[src/rtl/cpu_controller_pkg.sv]
// Shared encodings for the Simple RISC Machine controller: instruction fields,
// state codes and the one-hot / command values driven onto the datapath.
package cpu_defs;

  localparam logic [2:0] OPC_LDR  = 3'b011;
  localparam logic [2:0] OPC_STR  = 3'b100;
  localparam logic [2:0] OPC_ALU  = 3'b101;
  localparam logic [2:0] OPC_MOV  = 3'b110;
  localparam logic [2:0] OPC_HALT = 3'b111;

  localparam logic [1:0] OP_MOV_REG = 2'b00;
  localparam logic [1:0] OP_MOV_IMM = 2'b10;
  localparam logic [1:0] OP_ADD     = 2'b00;
  localparam logic [1:0] OP_CMP     = 2'b01;
  localparam logic [1:0] OP_AND     = 2'b10;
  localparam logic [1:0] OP_MVN     = 2'b11;
  localparam logic [1:0] OP_MEM     = 2'b00;

  localparam logic [1:0] MEM_NONE  = 2'b00;
  localparam logic [1:0] MEM_READ  = 2'b01;
  localparam logic [1:0] MEM_WRITE = 2'b10;

  localparam logic [3:0] VSEL_MDATA  = 4'b1000;
  localparam logic [3:0] VSEL_SXIMM8 = 4'b0100;
  localparam logic [3:0] VSEL_PC     = 4'b0010;
  localparam logic [3:0] VSEL_C      = 4'b0001;

  localparam logic [2:0] NSEL_NONE = 3'b000;
  localparam logic [2:0] NSEL_RN   = 3'b100;
  localparam logic [2:0] NSEL_RD   = 3'b010;
  localparam logic [2:0] NSEL_RM   = 3'b001;

  // ALU and ALU_Z are the same step; ALU_Z zeroes the A operand (MOV reg, MVN)
  // so asel stays a pure function of the state register.
  typedef enum logic [4:0] {
    S_RST     = 5'd0,
    S_IF1     = 5'd1,
    S_IF2     = 5'd2,
    S_UPD_PC  = 5'd3,
    S_DECODE  = 5'd4,
    S_WR_IMM  = 5'd5,
    S_GET_A   = 5'd6,
    S_GET_B   = 5'd7,
    S_ALU     = 5'd8,
    S_ALU_Z   = 5'd9,
    S_CMP     = 5'd10,
    S_WR_RD   = 5'd11,
    S_ADDR    = 5'd12,
    S_LD_ADDR = 5'd13,
    S_MEM_RD1 = 5'd14,
    S_MEM_RD2 = 5'd15,
    S_GET_BD  = 5'd16,
    S_STR_C   = 5'd17,
    S_MEM_WR  = 5'd18,
    S_HALT    = 5'd19
  } state_e;

endpackage

[src/rtl/cpu_controller_if.sv]
// Decoder-to-controller inputs and controller-to-datapath/memory controls.
interface cpu_controller_if;

  logic [2:0] opcode;
  logic [1:0] op;
  logic [2:0] nsel;
  logic [3:0] vsel;
  logic       write;
  logic       loada;
  logic       loadb;
  logic       loadc;
  logic       loads;
  logic       asel;
  logic       bsel;
  logic       load_ir;
  logic       load_pc;
  logic       reset_pc;
  logic       addr_sel;
  logic       load_addr;
  logic [1:0] mem_cmd;
  logic       halted;

  modport master (
    input  opcode, op,
    output nsel, vsel, write, loada, loadb, loadc, loads, asel, bsel,
           load_ir, load_pc, reset_pc, addr_sel, load_addr, mem_cmd, halted
  );

  modport slave (
    output opcode, op,
    input  nsel, vsel, write, loada, loadb, loadc, loads, asel, bsel,
           load_ir, load_pc, reset_pc, addr_sel, load_addr, mem_cmd, halted
  );

endinterface

[src/rtl/cpu_controller.sv]
// Moore sequencer for the Simple RISC Machine: fetch, PC update, decode and
// per-instruction datapath/memory control. Outputs decode the state register only.
module cpu_controller
  import cpu_defs::*;
#(
  parameter int STATE_W = 5
) (
  input  logic             clk,
  input  logic             reset,
  cpu_controller_if.master bus
);

  logic [STATE_W-1:0] state;
  logic [STATE_W-1:0] state_nx;
  logic [4:0]         ins;

  assign ins = {bus.opcode, bus.op};

  always_ff @(posedge clk or posedge reset) begin
    if (reset) state <= STATE_W'(S_RST);
    else       state <= state_nx;
  end

  always_comb begin
    state_nx      = STATE_W'(S_RST);
    bus.nsel      = NSEL_NONE;
    bus.vsel      = 4'b0000;
    bus.write     = 1'b0;
    bus.loada     = 1'b0;
    bus.loadb     = 1'b0;
    bus.loadc     = 1'b0;
    bus.loads     = 1'b0;
    bus.asel      = 1'b0;
    bus.bsel      = 1'b0;
    bus.load_ir   = 1'b0;
    bus.load_pc   = 1'b0;
    bus.reset_pc  = 1'b0;
    bus.addr_sel  = 1'b0;
    bus.load_addr = 1'b0;
    bus.mem_cmd   = MEM_NONE;
    bus.halted    = 1'b0;

    case (state)
      STATE_W'(S_RST): begin
        bus.reset_pc = 1'b1;
        bus.load_pc  = 1'b1;
        state_nx     = STATE_W'(S_IF1);
      end
      STATE_W'(S_IF1): begin
        bus.addr_sel = 1'b1;
        bus.mem_cmd  = MEM_READ;
        state_nx     = STATE_W'(S_IF2);
      end
      STATE_W'(S_IF2): begin
        bus.addr_sel = 1'b1;
        bus.mem_cmd  = MEM_READ;
        bus.load_ir  = 1'b1;
        state_nx     = STATE_W'(S_UPD_PC);
      end
      STATE_W'(S_UPD_PC): begin
        bus.load_pc = 1'b1;
        state_nx    = STATE_W'(S_DECODE);
      end
      STATE_W'(S_DECODE): begin
        case (ins)
          {OPC_MOV, OP_MOV_IMM}:                    state_nx = STATE_W'(S_WR_IMM);
          {OPC_MOV, OP_MOV_REG}, {OPC_ALU, OP_MVN}: state_nx = STATE_W'(S_GET_B);
          {OPC_ALU, OP_ADD}, {OPC_ALU, OP_CMP}, {OPC_ALU, OP_AND},
          {OPC_LDR, OP_MEM}, {OPC_STR, OP_MEM}:     state_nx = STATE_W'(S_GET_A);
          default:
            state_nx = (bus.opcode == OPC_HALT) ? STATE_W'(S_HALT) : STATE_W'(S_IF1);
        endcase
      end
      STATE_W'(S_WR_IMM): begin
        bus.nsel  = NSEL_RN;
        bus.vsel  = VSEL_SXIMM8;
        bus.write = 1'b1;
        state_nx  = STATE_W'(S_IF1);
      end
      STATE_W'(S_GET_A): begin
        bus.nsel  = NSEL_RN;
        bus.loada = 1'b1;
        state_nx  = (bus.opcode == OPC_ALU) ? STATE_W'(S_GET_B) : STATE_W'(S_ADDR);
      end
      STATE_W'(S_GET_B): begin
        bus.nsel  = NSEL_RM;
        bus.loadb = 1'b1;
        if (ins == {OPC_ALU, OP_CMP})
          state_nx = STATE_W'(S_CMP);
        else if (ins == {OPC_MOV, OP_MOV_REG} || ins == {OPC_ALU, OP_MVN})
          state_nx = STATE_W'(S_ALU_Z);
        else
          state_nx = STATE_W'(S_ALU);
      end
      STATE_W'(S_ALU): begin
        bus.loadc = 1'b1;
        state_nx  = STATE_W'(S_WR_RD);
      end
      STATE_W'(S_ALU_Z): begin
        bus.asel  = 1'b1;
        bus.loadc = 1'b1;
        state_nx  = STATE_W'(S_WR_RD);
      end
      STATE_W'(S_CMP): begin
        bus.loads = 1'b1;
        state_nx  = STATE_W'(S_IF1);
      end
      STATE_W'(S_WR_RD): begin
        bus.nsel  = NSEL_RD;
        bus.vsel  = VSEL_C;
        bus.write = 1'b1;
        state_nx  = STATE_W'(S_IF1);
      end
      STATE_W'(S_ADDR): begin
        bus.bsel  = 1'b1;
        bus.loadc = 1'b1;
        state_nx  = STATE_W'(S_LD_ADDR);
      end
      STATE_W'(S_LD_ADDR): begin
        bus.load_addr = 1'b1;
        state_nx      = (bus.opcode == OPC_LDR) ? STATE_W'(S_MEM_RD1) : STATE_W'(S_GET_BD);
      end
      STATE_W'(S_MEM_RD1): begin
        bus.mem_cmd = MEM_READ;
        state_nx    = STATE_W'(S_MEM_RD2);
      end
      STATE_W'(S_MEM_RD2): begin
        bus.mem_cmd = MEM_READ;
        bus.nsel    = NSEL_RD;
        bus.vsel    = VSEL_MDATA;
        bus.write   = 1'b1;
        state_nx    = STATE_W'(S_IF1);
      end
      STATE_W'(S_GET_BD): begin
        bus.nsel  = NSEL_RD;
        bus.loadb = 1'b1;
        state_nx  = STATE_W'(S_STR_C);
      end
      STATE_W'(S_STR_C): begin
        bus.asel  = 1'b1;
        bus.loadc = 1'b1;
        state_nx  = STATE_W'(S_MEM_WR);
      end
      STATE_W'(S_MEM_WR): begin
        bus.mem_cmd = MEM_WRITE;
        state_nx    = STATE_W'(S_IF1);
      end
      STATE_W'(S_HALT): begin
        bus.halted = 1'b1;
        state_nx   = STATE_W'(S_HALT);
      end
      default: state_nx = STATE_W'(S_RST);
    endcase
  end

endmodule

[src/flat_wrapper.sv]
// flat-port wrapper written by rule: the top's interface ports become plain ports
module cpu_controller_flat import cpu_defs::*;
#(
  parameter int STATE_W = 5
)
  (clk, reset, bus_opcode, bus_op, bus_nsel, bus_vsel, bus_write, bus_loada, bus_loadb, bus_loadc, bus_loads, bus_asel, bus_bsel, bus_load_ir, bus_load_pc, bus_reset_pc, bus_addr_sel, bus_load_addr, bus_mem_cmd, bus_halted);
  cpu_controller_if bus_i ();
  input  logic clk;
  input  logic reset;
  input wire logic [$bits(bus_i.opcode)-1:0] bus_opcode;
  input wire logic [$bits(bus_i.op)-1:0] bus_op;
  output wire logic [$bits(bus_i.nsel)-1:0] bus_nsel;
  output wire logic [$bits(bus_i.vsel)-1:0] bus_vsel;
  output wire logic [$bits(bus_i.write)-1:0] bus_write;
  output wire logic [$bits(bus_i.loada)-1:0] bus_loada;
  output wire logic [$bits(bus_i.loadb)-1:0] bus_loadb;
  output wire logic [$bits(bus_i.loadc)-1:0] bus_loadc;
  output wire logic [$bits(bus_i.loads)-1:0] bus_loads;
  output wire logic [$bits(bus_i.asel)-1:0] bus_asel;
  output wire logic [$bits(bus_i.bsel)-1:0] bus_bsel;
  output wire logic [$bits(bus_i.load_ir)-1:0] bus_load_ir;
  output wire logic [$bits(bus_i.load_pc)-1:0] bus_load_pc;
  output wire logic [$bits(bus_i.reset_pc)-1:0] bus_reset_pc;
  output wire logic [$bits(bus_i.addr_sel)-1:0] bus_addr_sel;
  output wire logic [$bits(bus_i.load_addr)-1:0] bus_load_addr;
  output wire logic [$bits(bus_i.mem_cmd)-1:0] bus_mem_cmd;
  output wire logic [$bits(bus_i.halted)-1:0] bus_halted;
  assign bus_i.opcode = bus_opcode;
  assign bus_i.op = bus_op;
  assign bus_nsel = bus_i.nsel;
  assign bus_vsel = bus_i.vsel;
  assign bus_write = bus_i.write;
  assign bus_loada = bus_i.loada;
  assign bus_loadb = bus_i.loadb;
  assign bus_loadc = bus_i.loadc;
  assign bus_loads = bus_i.loads;
  assign bus_asel = bus_i.asel;
  assign bus_bsel = bus_i.bsel;
  assign bus_load_ir = bus_i.load_ir;
  assign bus_load_pc = bus_i.load_pc;
  assign bus_reset_pc = bus_i.reset_pc;
  assign bus_addr_sel = bus_i.addr_sel;
  assign bus_load_addr = bus_i.load_addr;
  assign bus_mem_cmd = bus_i.mem_cmd;
  assign bus_halted = bus_i.halted;
  cpu_controller #(.STATE_W(STATE_W)) u_core (.clk(clk), .reset(reset), .bus(bus_i));
endmodule
[config.mk]
export PLATFORM = sky130hd
export DESIGN_NAME = cpu_controller_flat
export DESIGN_NICKNAME = d
export VERILOG_FILES = /design/src/rtl/cpu_controller_pkg.sv /design/src/rtl/cpu_controller_if.sv /design/src/rtl/cpu_controller.sv /design/src/flat_wrapper.sv
export SDC_FILE = /design/constraint.sdc
export NUM_CORES = 1
export LEC_CHECK = 0
export BUFFER_PORTS_ARGS = -buffer_cell sky130_fd_sc_hd__buf_2
export CAP_MARGIN = 10
export CORE_MARGIN = 10
export CORE_UTILIZATION = 51
export CTS_CLUSTER_DIAMETER = 80
export DETAILED_ROUTE_END_ITERATION = 8
export GPL_TIMING_DRIVEN = 0
export PLACE_DENSITY = 0.83
export SETUP_SLACK_MARGIN = 0.1
export SLEW_MARGIN = 20
export SYNTH_ARGS = -nofsm -noshare
export SYNTH_HDL_FRONTEND = slang
export SYNTH_SLANG_ARGS = --single-unit
export TNS_END_PERCENT = 10
[constraint.sdc]
create_clock -name clk -period 4 [get_ports clk]
set_input_delay 0.8 -clock clk [delete_from_list [all_inputs] [get_ports clk]]
set_output_delay 0.8 -clock clk [all_outputs]
set_load 0.02 [all_outputs]
==> flow_summary.json <==
{
  "antenna_found_initial": 0,
  "p_leak_nw": 0.436,
  "hold_viol": 0,
  "setup-violations-final": 0,
  "synthTopCellsByArea": "dfrtp_1 17%, nor2_1 8.5%, nor2b_1 5.0%",
  "postSynthAreaPerCell_um2": 6.86,
  "die_area_mm2": 0.00340,
  "die_w_um": 58.3,
  "switching_share_pct": 54.5,
  "cts_tree": "done",
  "synth_cells": 109,
  "core.rowCount": 13,
  "core-area_mm2": 0.00135,
  "synth_edf_count": 0,
  "p_sw_w": 0.000351,
  "post-cts-setup-buffers": 0,
  "grt_max_degree": 11,
  "setup_tns_ns": 0,
  "grt_usage_pct": 13.2,
  "drc": 0,
  "end_kind": "output port",
  "antenna_cells": 0,
  "ys_async_sr_fraction_pct": 100,
  "peakVddDrop_mv": 0.452,
  "drt-initial-drc-count": 30,
  "yosysTopAreaCell": "dfrtp_1",
  "stdcell_count": 154,
  "clock_sinks": 5,
  "clockBufferDepth": 2,
  "grt_pass1_vias": 859,
  "max_cap_viol_count": 0,
  "status": "finished, final reports clean",
  "powerDensity_mw_per_mm2": 697,
  "ctsHoldBuffers": 0,
  "place.gp.congestion": 0.881,
  "grt_pass1_wl_mm": 3.71,
  "clk_pin_slew_ns": 0.04,
  "seq_power_share_pct": 13.0,
  "required_ns": 3.20,
  "cts_resized": 0,
  "skew_ns": 0.000222,
  "vias": 915,
  "viasPerCell": 5.94,
  "dpl_worst_slack_ns": 1.58,
  "htree_levels": 1,
  "clkLatencyLatePin_ns": 0.23,
  "final.period_utilization_pct": 67.2,
  "largest_reg_flops": 5,
  "hpwl_mm": 1.82,
  "synth.distinct_cells": 44,
  "syn_to_final_growth_pct": 23.4,
  "clkPwrFrac_pct": 8.8,
  "synth_flop_cell": "dfrtp_1",
  "die_h_um": 58.3,
  "cts_inserted_buffers": 3,
  "ios": 29,
  "crit_arrival_ns": 1.89,
  "largest_register": "u_core.state",
  "combPwrFrac_pct": 78.2,
  "cp-start-kind": "register",
  "io_buffers": 26,
  "drv_slew": 0,
  "final_cell_mix": "29 x buf_2, 17 x nor2_1, 7 x nand2_1",
  "netlist_area_um2": 748,
  "ys_ff_latch": 5,
  "dpl.cell_count": 150,
  "fmax_mhz": 372,
  "final.setup.worst_slack_ns": 1.31,
  "totalWireLength_mm": 2.30,
  "synth_top_area_share_pct": 16.7,
  "p_int_w": 0.000293,
  "crit_type": "register to output port",
  "nNetsFinal": 147,
  "final_util_pct": 68.4,
  "rsz0062_at_grt": "no",
  "final_antenna_net_count": 0,
  "cts_root_buf": "clkbuf_4",
  "final_common_cell": "buf_2",
  "wl_per_cell_um": 14.9,
  "start_util_pct": 55.4,
  "cp_max_fo": 10,
  "syn_nets": 116,
  "ys_warn_count": 0,
  "hold_class": "input pin to async pin",
  "ys_seq_area_share_pct": 16.7,
  "grt_overflow_total": 0,
  "period_minus_slack_ns": 2.69,
  "first_pass_iters": 4,
  "drive_gt1_share_pct": 31.7,
  "top_regs": "u_core.state (5)",
  "holdWs_ns": 0.454
}
[synthesized netlist by cell type (2+ instances only)]
cell / instances
o21bai_1: 2
nor3_1: 6
nand2b_1: 3
or3b_2: 2
a31oi_1: 2
dfrtp_1: 5
o22ai_1: 2
nor2_1: 17
a21o_1: 2
a31o_2: 2
buf_2: 3
nand4b_1: 2
clkbuf_1: 5
or3_1: 2
clkbuf_2: 2
inv_1: 2
nor3b_1: 3
o21ai_0: 5
nor2b_1: 6
nand2_1: 7
a21oi_1: 6
[worst paths after layout]
kind,from,end,slack (ns),cells past startpoint
worst max-delay path,u_core.state[4],bus_nsel[1],1.31,5
worst min register to register,u_core.state[2],u_core.state[3],0.80,3
worst min-delay path,reset,u_core.state[4],0.45,2
max in group asynchronous,reset,u_core.state[0],3.38,2
min in group clk,u_core.state[2],u_core.state[3],0.80,3
worst max register to register,u_core.state[0],u_core.state[1],2.22,5
[logic make-up (layout without fill, tap and decap cells)]
kind of cell | count (synthesis) | in the layout | synth area share [%]
AND/OR/NAND/NOR | 57 | 57 | 42.8
AO/OA/AOI/OAI | 30 | 30 | 29.1
buffers and inverters | 14 | 44 | 8.36
flip-flops | 5 | 5 | 16.7
other | 1 | 1 | 0.501
XOR/XNOR | 1 | 1 | 1.17
multiplexers | 1 | 1 | 1.34
[worst max-delay path, stage by stage, from the launching register on]
cell	delay, ns
dfrtp_1	0.31
clkbuf_2	0.17
buf_2	0.22
or4b_2	0.63
o22ai_1	0.14
buf_2	0.19
[per-layer routing]
| metal | part of all wire [%] | GRT usage (%) | vias up |
|---|---|---|---|
| met5 | 0 | 0 | - |
| met4 | 0.52 | 4.70 | 0 |
| met3 | 9.7 | 3.86 | 2 |
| met2 | 49 | 23.1 | 38 |
| met1 | 40 | 14.7 | 420 |
| li1 | - | - | 455 |
[power by group through the flow]
stage                     Combinational, W  Clock (W)  Sequential [W]
after floorplan                   0.000372          0       0.0000802
after global placement            0.000491          0       0.0000833
after detailed placement          0.000501          0       0.0000835
after CTS                         0.000502  0.0000582       0.0000827
after global routing              0.000550  0.0000632       0.0000860
final                             0.000504  0.0000566       0.0000839
[metrics by stage]
| stage | instance area [µm²] | total power (W) |
|---|---|---|
| final | 923 | 0.000644 |
| after global routing | 923 | 0.000699 |
| after CTS | 923 | 0.000643 |
| after detailed placement | 897 | 0.000584 |
| after global placement | 897 | 0.000574 |
| after floorplan | 748 | 0.000452 |
[area by class of cell]
type | count | area (µm²)
multi-input cells | 90 | 561
fillers | 121 | 427
repair buffers | 26 | 130
flip-flops and latches | 5 | 125
plain buffers | 12 | 55.1
clock buffers | 4 | 26.3
well taps | 15 | 18.8
inverters | 2 | 7.51
No activity file was read; power rests on OpenSTA's default activity.
